[src/rtl/carrier_acq_pkg.sv]
// Shared state codes and limits for the carrier-loop acquisition sequencer.
package carrier_acq_pkg;

   typedef logic [2:0] state_t;

   localparam state_t ST_IDLE  = 3'd0;
   localparam state_t ST_CLEAR = 3'd1;
   localparam state_t ST_ACQ   = 3'd2;
   localparam state_t ST_DWELL = 3'd3;
   localparam state_t ST_TRACK = 3'd4;

   localparam logic [7:0] REACQ_MAX = 8'hff;

endpackage

[src/rtl/carrier_acq_if.sv]
// Control/status bundle between the acquisition sequencer (slave) and the carrier loop side (master).
interface carrier_acq_if
   import carrier_acq_pkg::*;
#(
   parameter int unsigned EXP_W   = 5,
   parameter int unsigned TMR_W   = 24,
   parameter int unsigned DWELL_W = 16
);
   logic               enable;
   logic               loopEn;
   logic               carrierLock;
   logic               sweepAllowed;
   logic [EXP_W-1:0]   acqLeadExp;
   logic [EXP_W-1:0]   acqLagExp;
   logic [EXP_W-1:0]   trkLeadExp;
   logic [EXP_W-1:0]   trkLagExp;
   logic [TMR_W-1:0]   acqTimeout;
   logic [DWELL_W-1:0] trkDwell;

   logic [EXP_W-1:0]   leadExp;
   logic [EXP_W-1:0]   lagExp;
   logic               sweepEnable;
   logic               clearAccum;
   state_t             state;
   logic               acqFail;
   logic [7:0]         reacqCount;

   modport slave (
      input  enable, loopEn, carrierLock, sweepAllowed,
      input  acqLeadExp, acqLagExp, trkLeadExp, trkLagExp, acqTimeout, trkDwell,
      output leadExp, lagExp, sweepEnable, clearAccum, state, acqFail, reacqCount
   );

   modport master (
      output enable, loopEn, carrierLock, sweepAllowed,
      output acqLeadExp, acqLagExp, trkLeadExp, trkLagExp, acqTimeout, trkDwell,
      input  leadExp, lagExp, sweepEnable, clearAccum, state, acqFail, reacqCount
   );

endinterface

[src/rtl/strobe_counter.sv]
// Saturating strobe counter with synchronous clear and an equality flag against a compare value.
module strobe_counter #(
   parameter int unsigned W = 8
) (
   input  logic         clk,
   input  logic         reset,
   input  logic         i_clr,
   input  logic         i_inc,
   input  logic [W-1:0] i_cmp,
   output logic [W-1:0] o_count,
   output logic         o_eq_c
);
   logic [W-1:0] r_count;

   // Holds at all-ones instead of wrapping.
   always_ff @(posedge clk) begin
      if (reset || i_clr) begin
         r_count <= '0;
      end else if (i_inc && (r_count != {W{1'b1}})) begin
         r_count <= r_count + W'(1);
      end
   end

   assign o_count = r_count;
   assign o_eq_c  = (r_count == i_cmp);

endmodule

[src/rtl/carrier_acq_sequencer.sv]
// Carrier-loop acquisition sequencer: IDLE -> CLEAR -> ACQ -> DWELL -> TRACK, driving loop
// gains, sweep and accumulator clear, and re-acquiring on lock loss or acquisition timeout.
module carrier_acq_sequencer
   import carrier_acq_pkg::*;
#(
   parameter int unsigned EXP_W         = 5,
   parameter int unsigned TMR_W         = 24,
   parameter int unsigned DWELL_W       = 16,
   parameter int unsigned CLEAR_STROBES = 4
) (
   input logic          clk,
   input logic          reset,
   carrier_acq_if.slave bus
);
   localparam int unsigned CLR_W = $clog2(CLEAR_STROBES + 1);

   state_t             r_state;
   state_t             w_state_nxt;
   logic [EXP_W-1:0]   r_lead;
   logic [EXP_W-1:0]   r_lag;
   logic               r_sweep;
   logic               r_clear;
   logic               r_fail;
   logic [7:0]         r_reacq;

   logic [EXP_W-1:0]   w_lead_nxt;
   logic [EXP_W-1:0]   w_lag_nxt;
   logic               w_sweep_nxt;
   logic               w_clear_nxt;
   logic               w_fail_nxt;
   logic               w_reacq_inc;
   logic               w_load;
   logic               w_illegal;
   logic               w_strobe;

   logic               w_clr_done;
   logic               w_tmr_eq;
   logic               w_timeout;
   logic               w_dwell_eq;
   logic               w_dwell_hit;
   logic [CLR_W-1:0]   w_clr_cnt_unused;
   logic [TMR_W-1:0]   w_tmr_cnt_unused;
   logic [DWELL_W-1:0] w_dwell_cnt;

   assign w_illegal = (r_state > ST_TRACK);
   assign w_strobe  = bus.enable & bus.loopEn & ~w_illegal;

   // Each counter is held at zero outside its own state, so every entry starts from zero.
   strobe_counter #(.W(CLR_W)) u_clr_cnt (
      .clk     (clk),
      .reset   (reset),
      .i_clr   (~bus.enable | (r_state != ST_CLEAR)),
      .i_inc   (w_strobe & (r_state == ST_CLEAR)),
      .i_cmp   (CLR_W'(CLEAR_STROBES - 1)),
      .o_count (w_clr_cnt_unused),
      .o_eq_c  (w_clr_done)
   );

   strobe_counter #(.W(TMR_W)) u_tmr_cnt (
      .clk     (clk),
      .reset   (reset),
      .i_clr   (~bus.enable | (r_state != ST_ACQ)),
      .i_inc   (w_strobe & (r_state == ST_ACQ)),
      .i_cmp   (TMR_W'(bus.acqTimeout - 1'b1)),
      .o_count (w_tmr_cnt_unused),
      .o_eq_c  (w_tmr_eq)
   );

   strobe_counter #(.W(DWELL_W)) u_dwell_cnt (
      .clk     (clk),
      .reset   (reset),
      .i_clr   (~bus.enable | (r_state != ST_DWELL)),
      .i_inc   (w_strobe & (r_state == ST_DWELL) & bus.carrierLock),
      .i_cmp   (DWELL_W'(bus.trkDwell - 1'b1)),
      .o_count (w_dwell_cnt),
      .o_eq_c  (w_dwell_eq)
   );

   assign w_timeout = w_tmr_eq & (bus.acqTimeout != '0);
   // Dwell is met when this locked strobe brings the count up to trkDwell (or trkDwell shrank below it).
   assign w_dwell_hit = w_dwell_eq | (w_dwell_cnt >= bus.trkDwell);

   // Next state and the output values that go with it.
   always_comb begin
      w_state_nxt = r_state;
      w_fail_nxt  = 1'b0;
      w_reacq_inc = 1'b0;
      w_load      = 1'b0;

      if (!bus.enable || w_illegal) begin
         w_state_nxt = ST_IDLE;
         w_load      = 1'b1;
      end else if (bus.loopEn) begin
         w_load = 1'b1;
         case (r_state)
            ST_IDLE:  w_state_nxt = ST_CLEAR;
            ST_CLEAR: if (w_clr_done) w_state_nxt = ST_ACQ;
            ST_ACQ: begin
               if (bus.carrierLock) begin
                  w_state_nxt = ST_DWELL;
               end else if (w_timeout) begin
                  w_state_nxt = ST_CLEAR;
                  w_fail_nxt  = 1'b1;
                  w_reacq_inc = 1'b1;
               end
            end
            ST_DWELL: begin
               if (!bus.carrierLock) begin
                  w_state_nxt = ST_ACQ;
               end else if (w_dwell_hit) begin
                  w_state_nxt = ST_TRACK;
               end
            end
            ST_TRACK: begin
               if (!bus.carrierLock) begin
                  w_state_nxt = ST_CLEAR;
                  w_reacq_inc = 1'b1;
               end
            end
            default:  w_state_nxt = ST_IDLE;
         endcase
      end

      w_lead_nxt  = (w_state_nxt == ST_TRACK) ? bus.trkLeadExp : bus.acqLeadExp;
      w_lag_nxt   = (w_state_nxt == ST_TRACK) ? bus.trkLagExp  : bus.acqLagExp;
      w_sweep_nxt = (w_state_nxt == ST_ACQ) & bus.sweepAllowed;
      w_clear_nxt = (w_state_nxt == ST_IDLE) | (w_state_nxt == ST_CLEAR);
   end

   // State and registered outputs; config-derived outputs only move on strobes or forced IDLE.
   always_ff @(posedge clk) begin
      if (reset) begin
         r_state <= ST_IDLE;
         r_lead  <= '0;
         r_lag   <= '0;
         r_sweep <= 1'b0;
         r_clear <= 1'b1;
         r_fail  <= 1'b0;
         r_reacq <= '0;
      end else begin
         r_state <= w_state_nxt;
         r_fail  <= w_fail_nxt;
         if (w_load) begin
            r_lead  <= w_lead_nxt;
            r_lag   <= w_lag_nxt;
            r_sweep <= w_sweep_nxt;
            r_clear <= w_clear_nxt;
         end
         if (w_reacq_inc && (r_reacq != REACQ_MAX)) begin
            r_reacq <= r_reacq + 8'd1;
         end
      end
   end

   assign bus.leadExp     = r_lead;
   assign bus.lagExp      = r_lag;
   assign bus.sweepEnable = r_sweep;
   assign bus.clearAccum  = r_clear;
   assign bus.state       = r_state;
   assign bus.acqFail     = r_fail;
   assign bus.reacqCount  = r_reacq;

endmodule

[src/flat_wrapper.sv]
// flat-port wrapper written by rule: the top's interface ports become plain ports
module carrier_acq_sequencer_flat import carrier_acq_pkg::*;
#(
   parameter int unsigned EXP_W         = 5,
   parameter int unsigned TMR_W         = 24,
   parameter int unsigned DWELL_W       = 16,
   parameter int unsigned CLEAR_STROBES = 4
)
  (clk, reset, bus_enable, bus_loopEn, bus_carrierLock, bus_sweepAllowed, bus_acqLeadExp, bus_acqLagExp, bus_trkLeadExp, bus_trkLagExp, bus_acqTimeout, bus_trkDwell, bus_leadExp, bus_lagExp, bus_sweepEnable, bus_clearAccum, bus_state, bus_acqFail, bus_reacqCount);
  carrier_acq_if #(.EXP_W(EXP_W), .TMR_W(TMR_W), .DWELL_W(DWELL_W)) bus_i ();
  input logic clk;
  input logic reset;
  input wire logic [$bits(bus_i.enable)-1:0] bus_enable;
  input wire logic [$bits(bus_i.loopEn)-1:0] bus_loopEn;
  input wire logic [$bits(bus_i.carrierLock)-1:0] bus_carrierLock;
  input wire logic [$bits(bus_i.sweepAllowed)-1:0] bus_sweepAllowed;
  input wire logic [$bits(bus_i.acqLeadExp)-1:0] bus_acqLeadExp;
  input wire logic [$bits(bus_i.acqLagExp)-1:0] bus_acqLagExp;
  input wire logic [$bits(bus_i.trkLeadExp)-1:0] bus_trkLeadExp;
  input wire logic [$bits(bus_i.trkLagExp)-1:0] bus_trkLagExp;
  input wire logic [$bits(bus_i.acqTimeout)-1:0] bus_acqTimeout;
  input wire logic [$bits(bus_i.trkDwell)-1:0] bus_trkDwell;
  output wire logic [$bits(bus_i.leadExp)-1:0] bus_leadExp;
  output wire logic [$bits(bus_i.lagExp)-1:0] bus_lagExp;
  output wire logic [$bits(bus_i.sweepEnable)-1:0] bus_sweepEnable;
  output wire logic [$bits(bus_i.clearAccum)-1:0] bus_clearAccum;
  output wire logic [$bits(bus_i.state)-1:0] bus_state;
  output wire logic [$bits(bus_i.acqFail)-1:0] bus_acqFail;
  output wire logic [$bits(bus_i.reacqCount)-1:0] bus_reacqCount;
  assign bus_i.enable = bus_enable;
  assign bus_i.loopEn = bus_loopEn;
  assign bus_i.carrierLock = bus_carrierLock;
  assign bus_i.sweepAllowed = bus_sweepAllowed;
  assign bus_i.acqLeadExp = bus_acqLeadExp;
  assign bus_i.acqLagExp = bus_acqLagExp;
  assign bus_i.trkLeadExp = bus_trkLeadExp;
  assign bus_i.trkLagExp = bus_trkLagExp;
  assign bus_i.acqTimeout = bus_acqTimeout;
  assign bus_i.trkDwell = bus_trkDwell;
  assign bus_leadExp = bus_i.leadExp;
  assign bus_lagExp = bus_i.lagExp;
  assign bus_sweepEnable = bus_i.sweepEnable;
  assign bus_clearAccum = bus_i.clearAccum;
  assign bus_state = bus_i.state;
  assign bus_acqFail = bus_i.acqFail;
  assign bus_reacqCount = bus_i.reacqCount;
  carrier_acq_sequencer #(.EXP_W(EXP_W), .TMR_W(TMR_W), .DWELL_W(DWELL_W), .CLEAR_STROBES(CLEAR_STROBES)) u_core (.clk(clk), .reset(reset), .bus(bus_i));
endmodule
[config.mk]
export PLATFORM = sky130hd
export DESIGN_NAME = carrier_acq_sequencer_flat
export DESIGN_NICKNAME = d
export VERILOG_FILES = /design/src/rtl/carrier_acq_pkg.sv /design/src/rtl/carrier_acq_if.sv /design/src/rtl/strobe_counter.sv /design/src/rtl/carrier_acq_sequencer.sv /design/src/flat_wrapper.sv
export SDC_FILE = /design/constraint.sdc
export NUM_CORES = 1
export LEC_CHECK = 0
export CAP_MARGIN = 20
export CORE_AREA = 5 5 95 119
export DETAILED_ROUTE_END_ITERATION = 16
export DIE_AREA = 0 0 100 124
export MAX_ROUTING_LAYER = met4
export PLACE_DENSITY = 0.85
export SYNTH_ARGS = -nofsm -noshare
export SYNTH_HDL_FRONTEND = slang
export SYNTH_SLANG_ARGS = --single-unit
[constraint.sdc]
create_clock -name clk -period 3.8 [get_ports clk]
set_input_delay 0.76 -clock clk [delete_from_list [all_inputs] [get_ports clk]]
set_output_delay 0.76 -clock clk [all_outputs]
set_load 0.03 [all_outputs]
==> metrics <==
outcome=finished, final reports clean; Max Cap Viol=0; Gate Count Post-Synth=676; Hold Crit Start=u_core.bus.sweepEnable; Net Count, Synth=766; Die Span Y=124 um; Root Buffer=clkbuf_16; final hold vios=0; crit-path leading delay family=compound AO/OA/AOI/OAI gates; Finished Core Util=0.690; worst path bufs/invs=2; unrepaired setup endpoints after global routing=false; crit path DAT=3.83 ns; drt total wl=16.0 mm; Initial Util=0.531; crit-path max FO=7; Worst-path clk slew=0.06 ns; Syn-to-layout area delta=29.9%; vias per cell=6.08; share of layout cells above drive strength 1=0.119; Layout Skew=0.00623 ns; reg2reg end=u_core.bus.leadExp[1]; main flop type after synthesis=dfxtp_1; antenna violation net count after detailed routing=0; setup ws final=0.188 ns; Layout Nets=882; Fmax=277 MHz; Synth cell types=76; Post-DP HPWL=12.7 mm; Die W=100 um; power per cell area=270 mW/mm^2; number of detailed-route iterations in the first pass=5; CTS tree=done; GRT Total Usage=0.269; peak supply drop=0.000214 V; core area=0.0100 mm^2; cts bufs inserted=9; Required @ worst endpoint=4.02 ns; Hold Path Class=flip-flop to flip-flop; flops & latches, synth=67; post-place setup slack=-0.0861 ns; slowest stage delay, CP=0.49 ns; grt ovf=0; Setup crit end kind=flip-flop; vias in the first global route=5695; num rows=41; Syn Area/Cell=7.86 um^2; Slew HR=0.418; CP startpoint kind=primary input; Seq/Total Area, Yosys=0.252; Final min period=3.61 ns; Hold Path Sink=u_core.bus.sweepEnable; fill count=827; slowest CP cell=clkdlybuf4s50_1; Die ar.=0.0124 mm^2; Hold WS=0.482 ns; final cell count without fillers=926; routability cong.=1.02; yosys warns=0; Wirelength per Cell=17.3 um; critical path class=primary input to flip-flop; CP Cell Sequence=clkdlybuf4s50_1, nor4_4, buf_4, o311a_1, o221ai_1, a2111o_1, nor4b_4, nand4_4, a21boi_0, mux2_2; Final setup violation count=0; Slew Limit Fails=0; FFs w/ async S/R, synth=0; # port buffers=89; initial antenna violation count=0; Reg2Reg Depth=11; r2r setup slk=0.78 ns; Cell Area, Placed=0.00659 mm^2; Mapped Area=0.00532 mm^2; Pleak=0.00250 uW; number of clock sinks=67; worst-skew pair later-pin latency=0.33 ns; via count=5626; Bufs on Longest Clock Path=2; final worst path period share=0.951; cts hold-fix bufs=0; number of I/O pins=90; H-tree Lvls=3; pin count of the biggest net entering global routing=31; Placed Instances=909; Slew @ Worst Pin=0.871 ns; fin area=0.00690 mm^2; ANT cells=0; Hold Path Cell Cnt=2; EDFF count, synth=0; DRC violations left=0; first-pass GRT wire length=26.3 mm; reg-to-reg startpoint=u_core.u_dwell_cnt.o_count[0]; initial drt markers=368
where the power goes:
part	switching [uW]	internal [uW]	total, uW
Clock	311	543	854
Combinational	147	147	294
Sequential	6.39	712	718
Total	464	1400	1870
tightest hold or removal path, delay by kind of cell, from the launching register on:
| kind | cells | cell delay, ns |
|---|---|---|
| flip-flops | 1 | 0.32 |
| AO/OA/AOI/OAI | 1 | 0.06 |
| AND/OR/NAND/NOR | 1 | 0.05 |
worst max-delay path by stage:
stage / from / to / slack, ns / depth (start not counted)
final: bus_acqTimeout[6] / u_core.bus.reacqCount[2] / 0.19 / 10
after global routing: bus_trkDwell[0] / u_core.bus.leadExp[1] / 0.04 / 15
after CTS: bus_acqTimeout[3] / u_core.bus.reacqCount[2] / 0.18 / 9
after detailed placement: bus_acqTimeout[3] / u_core.bus.reacqCount[2] / -0.09 / 9
after global placement: bus_trkDwell[0] / u_core.bus.clearAccum / -0.02 / 11
after floorplan: bus_acqTimeout[3] / u_core.bus.reacqCount[5] / 0.59 / 8
cell type report:
type | count | area [um^2] | area share
timing repair buffer | 134 | 1230 | 0.178
clock inverter | 4 | 48.8 | 0.00707
clock buffer | 12 | 256 | 0.0372
sequential | 67 | 1340 | 0.194
multi-input combinational | 548 | 3750 | 0.543
tap | 129 | 161 | 0.0234
inverter | 32 | 120 | 0.0174
layer usage:
layer  track usage  wire length [um]  part of all wire
met1         0.272              6090              0.38
met2         0.501              8690              0.54
met3        0.0459               676             0.042
met4         0.126               553             0.035
met5             -                 0                 0
sequential cells by signal (all words and copies together), names as in the netlist:
register                    count
u_core.u_tmr_cnt.o_count       24
u_core.u_dwell_cnt.o_count     16
u_core.bus.reacqCount           8
u_core.bus.lagExp               5
u_core.bus.leadExp              5
u_core.bus.state                3
u_core.u_clr_cnt.o_count        3
u_core.bus.acqFail              1
u_core.bus.clearAccum           1
u_core.bus.sweepEnable          1
layout by cell type, fill, tap and decap left out, drive strengths merged, types with 24 or more instances in the layout:
cell type	instances
nor3	25
nand4	30
buf	45
o21ai	25
nor2	86
xnor2	37
ha	24
xor2	40
nand2	42
nand3	38
inv	32
clkdlybuf4s50	89
dfxtp	67
stage by stage:
stage | TNS [ns] | power [uW]
final | 0 | 1870
after global routing | 0 | 1930
after CTS | 0 | 1870
after detailed placement | -0.269 | 1020
after global placement | -0.0246 | 1020
after floorplan | 0 | 859
cells by family (layout without fill, tap and decap cells):
group,after synthesis,count (layout),synth area share
AOI/OAI and AO/OA,126,126,0.175
xor gates and xnor gates,77,77,0.127
adders and majority gates,24,24,0.0565
buffers and inverters,61,182,0.0435
DFF,67,67,0.252
muxes,12,12,0.0247
and+or+nand+nor,309,309,0.321
cell usage after synthesis (5+ instances only):
cell type	n	area (um^2)
nand4_1	29	181
nor4_1	13	81.3
xnor2_1	37	324
o21ai_0	25	125
or2_2	5	31.3
nand2_1	42	158
o21a_1	6	45.0
nand2b_1	7	43.8
nor3_1	24	120
a311oi_1	12	105
nor3b_1	5	37.5
nor2_1	86	323
a21oi_1	21	105
a211oi_1	5	37.5
mux2_2	9	101
nor2b_1	14	87.6
xor2_1	40	350
or4_1	5	37.5
clkbuf_1	26	97.6
a21o_1	8	60.1
inv_1	32	120
dfxtp_1	67	1340
or3_1	10	62.6
nand3_1	38	190
ha_1	24	300
what timing repair did:
item                       in CTS  in global routing
setup endpoints to repair       0                  4
setup buffers                   0                  1
resized for setup               0                  3
(Power assumes the default switching activity.)
